`src/rtl/sram_arbiter.sv`:
```
// sram_arbiter: two-master arbiter and access sequencer for the single-port sram.
// Grants one picorv32-style master at a time, strobes sram_sel for one cycle,
// waits for sram_ready (or a watchdog expiry) and returns completion/rdata.
// Optional feature macro: SRAM_ARB_ROUND_ROBIN_EN (round-robin tie-break);
// undefined gives fixed priority with m0 winning.
module sram_arbiter #(
   parameter int unsigned ADDRWIDTH = 13,
   parameter int unsigned TIMEOUT   = 15
) (
   input  logic                 clk,
   input  logic                 resetn,
   input  logic                 m0_valid,
   input  logic [31:0]          m0_addr,
   input  logic [31:0]          m0_wdata,
   input  logic [3:0]           m0_wstrb,
   output logic                 m0_ready,
   output logic [31:0]          m0_rdata,
   input  logic                 m1_valid,
   input  logic [31:0]          m1_addr,
   input  logic [31:0]          m1_wdata,
   input  logic [3:0]           m1_wstrb,
   output logic                 m1_ready,
   output logic [31:0]          m1_rdata,
   output logic                 sram_sel,
   output logic [ADDRWIDTH-1:0] sram_addr,
   output logic [3:0]           sram_wstrb,
   output logic [31:0]          sram_wdata,
   input  logic                 sram_ready,
   input  logic [31:0]          sram_rdata,
   output logic                 timeout_err
);

   localparam int unsigned WDOG_W = 8;

   typedef enum logic [1:0] {S_IDLE, S_REQ, S_WAIT} state_t;

   state_t               state;
   logic                 grant;
   logic                 sel_q;
   logic [ADDRWIDTH-1:0] addr_q;
   logic [31:0]          wdata_q;
   logic [3:0]           wstrb_q;
   logic [WDOG_W-1:0]    wdog;

   logic                 any_valid;
   logic                 winner;
   logic                 expired;
   logic                 done;
   logic [31:0]          ret_data;

   // Address bits above the SRAM window are intentionally ignored
   logic unused_addr_bits;
   assign unused_addr_bits = ^{m0_addr[31:ADDRWIDTH], m1_addr[31:ADDRWIDTH]};

   assign any_valid = m0_valid | m1_valid;

`ifdef SRAM_ARB_ROUND_ROBIN_EN
   logic rr_ptr;

   // Winner select: ties go to the master rr_ptr prefers, lone requests always win
   always_comb begin
      winner = m1_valid;
      if (m0_valid && m1_valid) begin
         winner = rr_ptr;
      end
   end

   // Preference flips to the master not granted on every grant
   always_ff @(posedge clk) begin
      if (!resetn) begin
         rr_ptr <= 1'b0;
      end else if (state == S_IDLE && any_valid) begin
         rr_ptr <= ~winner;
      end
   end
`else
   // Winner select: fixed priority, m0 wins whenever it is valid
   always_comb begin
      winner = ~m0_valid;
   end
`endif

   // Sequencer: latch request in IDLE, strobe in REQ, wait for ready or watchdog
   always_ff @(posedge clk) begin
      if (!resetn) begin
         state   <= S_IDLE;
         grant   <= 1'b0;
         sel_q   <= 1'b0;
         addr_q  <= '0;
         wdata_q <= '0;
         wstrb_q <= '0;
         wdog    <= '0;
      end else begin
         case (state)
            S_IDLE: begin
               if (any_valid) begin
                  grant   <= winner;
                  addr_q  <= winner ? m1_addr[ADDRWIDTH-1:0] : m0_addr[ADDRWIDTH-1:0];
                  wdata_q <= winner ? m1_wdata : m0_wdata;
                  wstrb_q <= winner ? m1_wstrb : m0_wstrb;
                  sel_q   <= 1'b1;
                  state   <= S_REQ;
               end
            end
            S_REQ: begin
               sel_q <= 1'b0;
               wdog  <= '0;
               state <= S_WAIT;
            end
            S_WAIT: begin
               if (sram_ready || expired) begin
                  state <= S_IDLE;
               end else begin
                  wdog <= wdog + WDOG_W'(1);
               end
            end
            default: begin
               state <= S_IDLE;
               sel_q <= 1'b0;
            end
         endcase
      end
   end

   assign expired    = (wdog == WDOG_W'(TIMEOUT));
   assign done       = resetn && (state == S_WAIT) && (sram_ready || expired);
   assign ret_data   = sram_ready ? sram_rdata : 32'h0;

   assign sram_sel   = sel_q;
   assign sram_addr  = addr_q;
   assign sram_wstrb = wstrb_q;
   assign sram_wdata = wdata_q;

   // Completion steering: only the granted master sees ready and data
   always_comb begin
      m0_ready    = 1'b0;
      m1_ready    = 1'b0;
      m0_rdata    = 32'h0;
      m1_rdata    = 32'h0;
      timeout_err = 1'b0;
      if (done) begin
         timeout_err = ~sram_ready;
         if (grant) begin
            m1_ready = 1'b1;
            m1_rdata = ret_data;
         end else begin
            m0_ready = 1'b1;
            m0_rdata = ret_data;
         end
      end
   end

endmodule

```
`config.mk`:
```
export PLATFORM = sky130hd
export DESIGN_NAME = sram_arbiter
export DESIGN_NICKNAME = d
export VERILOG_FILES = /design/src/rtl/sram_arbiter.sv
export SDC_FILE = /design/constraint.sdc
export NUM_CORES = 1
export LEC_CHECK = 0
export ABC_CLOCK_PERIOD_IN_PS = 3100
export CORE_AREA = 2 2 112 114
export CTS_CLUSTER_DIAMETER = 150
export DETAILED_ROUTE_END_ITERATION = 16
export DIE_AREA = 0 0 114 116
export PLACE_DENSITY = 0.67
export REMOVE_ABC_BUFFERS = 1
export SYNTH_ARGS = -nofsm -noshare
export SYNTH_HDL_FRONTEND = slang
export SYNTH_SLANG_ARGS = --single-unit
```
`constraint.sdc`:
```
create_clock -name clk -period 3.1 [get_ports clk]
set_input_delay 0.465 -clock clk [delete_from_list [all_inputs] [get_ports clk]]
set_output_delay 0.465 -clock clk [all_outputs]
set_load 0.005 [all_outputs]
```
# Word-level counts from Yosys, hierarchy flattened
# Cells that the tools add are included.
# Widths: inputs -> output; s select.
totals:
  ff_bits: 61
  input_bits: 173
classes:
  addsub: 1
  n_eq_ne: 6
  muxes: 20
  n_bitwise: 4
  n_reduce_logical: 9
ops:
  columns: ["op", "count"]
  rows:
  - ["$mux 32", 6]
  - ["$pmux 8 s2", 1]
  - ["$mux 13", 1]
  - ["$add 8x1->8 const B", 1]
  - ["$eq 8x4->1 const B", 1]
  - ["$mux 8", 1]
  - ["$reduce_and 2->1", 4]
  - ["$mux 1", 6]
  - ["$ne 2x2->1 const B", 3]
  - ["$pmux 2 s3", 1]
  - ["$mux 2", 2]
  - ["$mux 4", 1]
  - ["$not 1->1", 3]
  - ["$eq 2x1->1 const B", 1]
  - ["$eq 2x2->1 const B", 1]
  - ["$logic_and 1x1->1", 2]
  - ["$logic_not 2->1", 1]
  - ["$pmux 1 s2", 1]
  - ["$reduce_bool 2->1", 1]
  - ["$logic_or 1x1->1", 1]
  - ["$or 1x1->1", 1]

# Logic depth before layout (Yosys ltp)
depth:
  ltp_word: 4
  ltp_mapped: 7
  mapped_depth_nobuf: 5

# Least setup slack after synthesis
# No wires, ideal clock.
synth_path:
  path_type: "reg2out"
  start: "register wdog[7]"
  end: "output port m0_ready"
  arrival_time_ns: 1.439
  path_slack_ns: 1.196
  stages_incl_launch_ff: 5
  n_path_buf: 0
  cell_sequence: "dfxtp_1 > nor4_1 > a21o_1 > nand2_1 > nor2_1"
synth_via:
  elab_chain_len: 4
synth_lines:
  columns: ["item", "line_no", "source"]
  rows:
  - ["start, declared", "43", "logic [WDOG_W-1:0] wdog;"]
  - ["start signal, assigned", "114", "wdog <= wdog + WDOG_W'(1);"]
  - ["$eq 8x4->1", "125", "assign expired = (wdog == WDOG_W'(TIMEOUT));"]
  - ["$logic_or 1x1->1", "126", "assign done = resetn && (state == S_WAIT) && (sram_ready || expired);"]
  - ["$logic_and 1x1->1", "126", null]
  - ["$mux 1", "141", "if (done) begin"]
  - ["end, declared", "16", "output logic m0_ready,"]
# Every way passes these cells.

# Final worst setup path
layout_path:
  start: "input port resetn"
  end: "output port m1_rdata[29]"
layout_via:
  elab_chain_len: 3
layout_lines:
  columns: ["item", "line_no", "source"]
  rows:
  - ["start, declared", "11", "input logic resetn,"]
  - ["$logic_and 1x1->1 (2 in a row)", "126", null]
  - ["$mux 32", "141", null]
  - ["end, declared", "23", "output logic [31:0] m1_rdata,"]
# Every way passes these cells.

==> impl_metrics.json <==
{
  "status": "finished clean",
  "wire_per_inst_um": 14.6,
  "cts_root_buffer": "clkbuf_16",
  "clk_latency_ns": 0.32,
  "rows": 40,
  "critPathLaunch": "resetn",
  "grt_pass1_vias": 3359,
  "clockBufferDepth": 2,
  "rsz0062_at_grt": "false",
  "cts_sinks": 61,
  "max_freq_mhz": 354,
  "netSwitchingPower_uw": 620,
  "setup_viol": 0,
  "p_per_area_nw_per_um2": 426,
  "min_from": "sram_sel",
  "die_w_um": 114,
  "gp_congestion": 0.754,
  "rr_worst_depth": 4,
  "antenna_found_initial": 1,
  "ys_top_cells_by_area": "dfxtp_1, mux2i_1, and2_1, a211oi_1, nor2_1",
  "cts_hold_buf": 0,
  "worst_slack_ns": 0.271,
  "cts_buffers": 9,
  "syn_avg_cell_area_sq_um": 8.63,
  "cts_resized": 0,
  "worstHoldPathType": "reg -> reg",
  "core_area_sq_um": 11900,
  "internal-power_uw": 2000,
  "start_util_pct": 26.6,
  "yosys.area_share.adder_pct": 0.395,
  "r2r_slack_ns": 1.25,
  "fin_tns_setup_ns": 0,
  "path_max_fanout": 32,
  "clkTransAtPathRegs_ns": 0.05,
  "required_ns": 2.63,
  "yosysSeqAreaShare_pct": 38.6,
  "synth_compound_area_share_pct": 15.2,
  "nNetsFinal": 780,
  "whs_ns": 0.490,
  "power.leakage_uw": 0.00240,
  "cp-end-kind": "primary output",
  "syn_area_sq_um": 3170,
  "synthCells": 367,
  "maxCapViolations": 0,
  "synthMuxAreaShare_pct": 15.5,
  "r2r_end": "wdog[7]",
  "htreeDepth": 3,
  "combPwrFrac_pct": 23.7,
  "finalInstanceArea_sq_um": 6150,
  "grt_pass1_wl_mm": 16.6,
  "synth_top_family_by_area": "simple AND/OR/NAND/NOR gates",
  "synth.largest_area_cell": "dfxtp_1",
  "post_cts_buffers": 0,
  "yosys.area_share.xor_xnor_pct": 0.830,
  "ant_nets": 0,
  "finish.utilization_pct": 51.6,
  "crit_arrival_ns": 2.36,
  "grt_start_max_net_pins": 69,
  "io_buffers": 251,
  "finalClockSkew_ns": 0.00398,
  "area_growth_pct": 94.2,
  "fill_cells": 1141,
  "synth_seq_cells": 61,
  "hold_viol": 0,
  "min_period_ns": 2.83,
  "vias": 3501,
  "placed_cell_area_sq_um": 5820,
  "drive_gt1_share_pct": 4.26,
  "worstSetupStartpointType": "input port",
  "cpMaxStageDelayCell": "clkdlybuf4s50_1",
  "drt_iter0_drc": 119,
  "slew_violations": 0,
  "critical_path_class": "in -> out",
  "yosys.area_share.simple_pct": 25.3,
  "synth_cell_types": 32,
  "die_y_um": 116,
  "die_area_sq_um": 13200,
  "cp_slowest_stage_delay_ns": 0.51,
  "p_clk_share_pct": 41.3,
  "hpwl_mm": 8.97,
  "viasPerCell": 4.61,
  "grt_remaining_overflow": 0,
  "path_cells": "clkdlybuf4s50_1 -> nor2b_1 -> nand2_1 -> nor2_1 -> buf_4 -> and2_1 -> clkdlybuf4s50_1",
  "cts_tree": "built",
  "endpoint": "m1_rdata[29]",
  "p_seq_share_pct": 34.9,
  "yosys_warnings": 0,
  "switching_share_pct": 23.7,
  "fin_crit_sh_pct": 91.2,
  "relSlewSlack_pct": 39.6,
  "drc": 0,
  "irDropWorstVdd_uv": 252,
  "synth_top_area_share_pct": 38.6,
  "tightest_slew_ns": 0.900,
  "drt_pass1_iterations": 4,
  "ios": 290,
  "dpl_worst_slack_ns": 0.287,
  "wirelength_mm": 11.1,
  "worstReg2RegStart": "state[1]",
  "critPathMostFrequentCell": "clkdlybuf4s50_1",
  "gr-usage-all-layers_pct": 16.2
}
## critical path: cells and delay by family
| kind | cells | cell delay, ns |
|---|---|---|
| simple gates | 4 | 0.64 |
| buf+inv | 3 | 1.25 |
## registers in the layout, summed over array words and instances, names as in the netlist
signal	flops
sram_wdata	32
sram_addr	13
wdog	8
sram_wstrb	4
state	2
grant	1
sram_sel	1
## cells in the final DEF (no fill, tap or decap), types with 3 or more instances in the layout
cell type        synthesis  layout
buf_4                    0       6
nand4_1                  3       3
nand3_1                  7       7
dfxtp_1                 61      61
clkbuf_16                0       9
a21oi_1                  4       4
xnor2_1                  3       3
nor2_1                  60      60
clkdlybuf4s50_1          0     250
nand2_1                  8       8
nor4_1                   3       3
and2_1                  64      64
a211oi_1                51      51
mux2i_1                 49      49
## worst min path at each step
stage	to	slack (ns)	cells after the start
global route	sram_sel	0.51	1
CTS	sram_sel	0.49	1
detailed placement	sram_sel	0.48	1
floorplan	sram_sel	0.46	1
finish	sram_sel	0.49	1
global placement	sram_sel	0.45	1
## metal layers
layer	vias up	track usage, %	share of wire [%]
met1	1548	16.1	36
met4	0	7.64	2.2
met2	174	30.0	50
met5	-	0	0
li1	1767	-	-
met3	12	6.07	11
## layout make-up
class / instances / area, sq um / area share [%]
Sequential cell: 61 / 1220 / 19.9
Tap cell: 147 / 184 / 2.99
Multi-Input combinational cell: 274 / 1820 / 29.6
Antenna cell: 1 / 2.50 / 0.0407
Clock buffer: 12 / 256 / 4.17
Timing Repair Buffer: 259 / 2590 / 42.2
Inverter: 1 / 3.75 / 0.0611
Clock inverter: 4 / 70.1 / 1.14
## power groups by stage
stage	clock network (uW)	registers, uW	logic [uW]
floorplan	0	936	219
global placement	0	927	619
detailed placement	0	931	628
CTS	1110	916	631
global route	1150	927	679
finish	1080	916	622
## stage by stage
step,power [uW],instances
finish,2620,759
global route,2750,759
CTS,2660,758
detailed placement,1560,742
global placement,1550,742
floorplan,1160,336
## cells by family after synthesis
logic type | Yosys count
XOR/XNOR | 3
buffers and inverters | 32
flip-flops | 61
multiplexers | 49
AND/OR/NAND/NOR | 156
AO/OA/AOI/OAI | 65
adder cells (fa/ha/maj) | 1
## synth_stat cells
cell       n
ha_1       1
or3_1      2
o22a_1     1
nand4_1    3
nand2_1    8
o31ai_1    1
buf_6      1
and3_1     2
nand3_1    7
inv_1      1
and2_1    64
nor2b_1    1
or2b_1     1
a211oi_1  51
dfxtp_1   61
nand2b_1   1
nor3_1     2
and4_1     1
or3b_1     1
o21a_1     1
a21oi_1    4
a21o_1     1
a31oi_1    2
a32o_1     1
o21ai_0    2
nor4_1     3
mux2i_1   49
clkbuf_1  26
buf_2      4
nor2_1    60
xnor2_1    3
a21o_4     1
No activity file was read; power rests on OpenSTA's default activity.
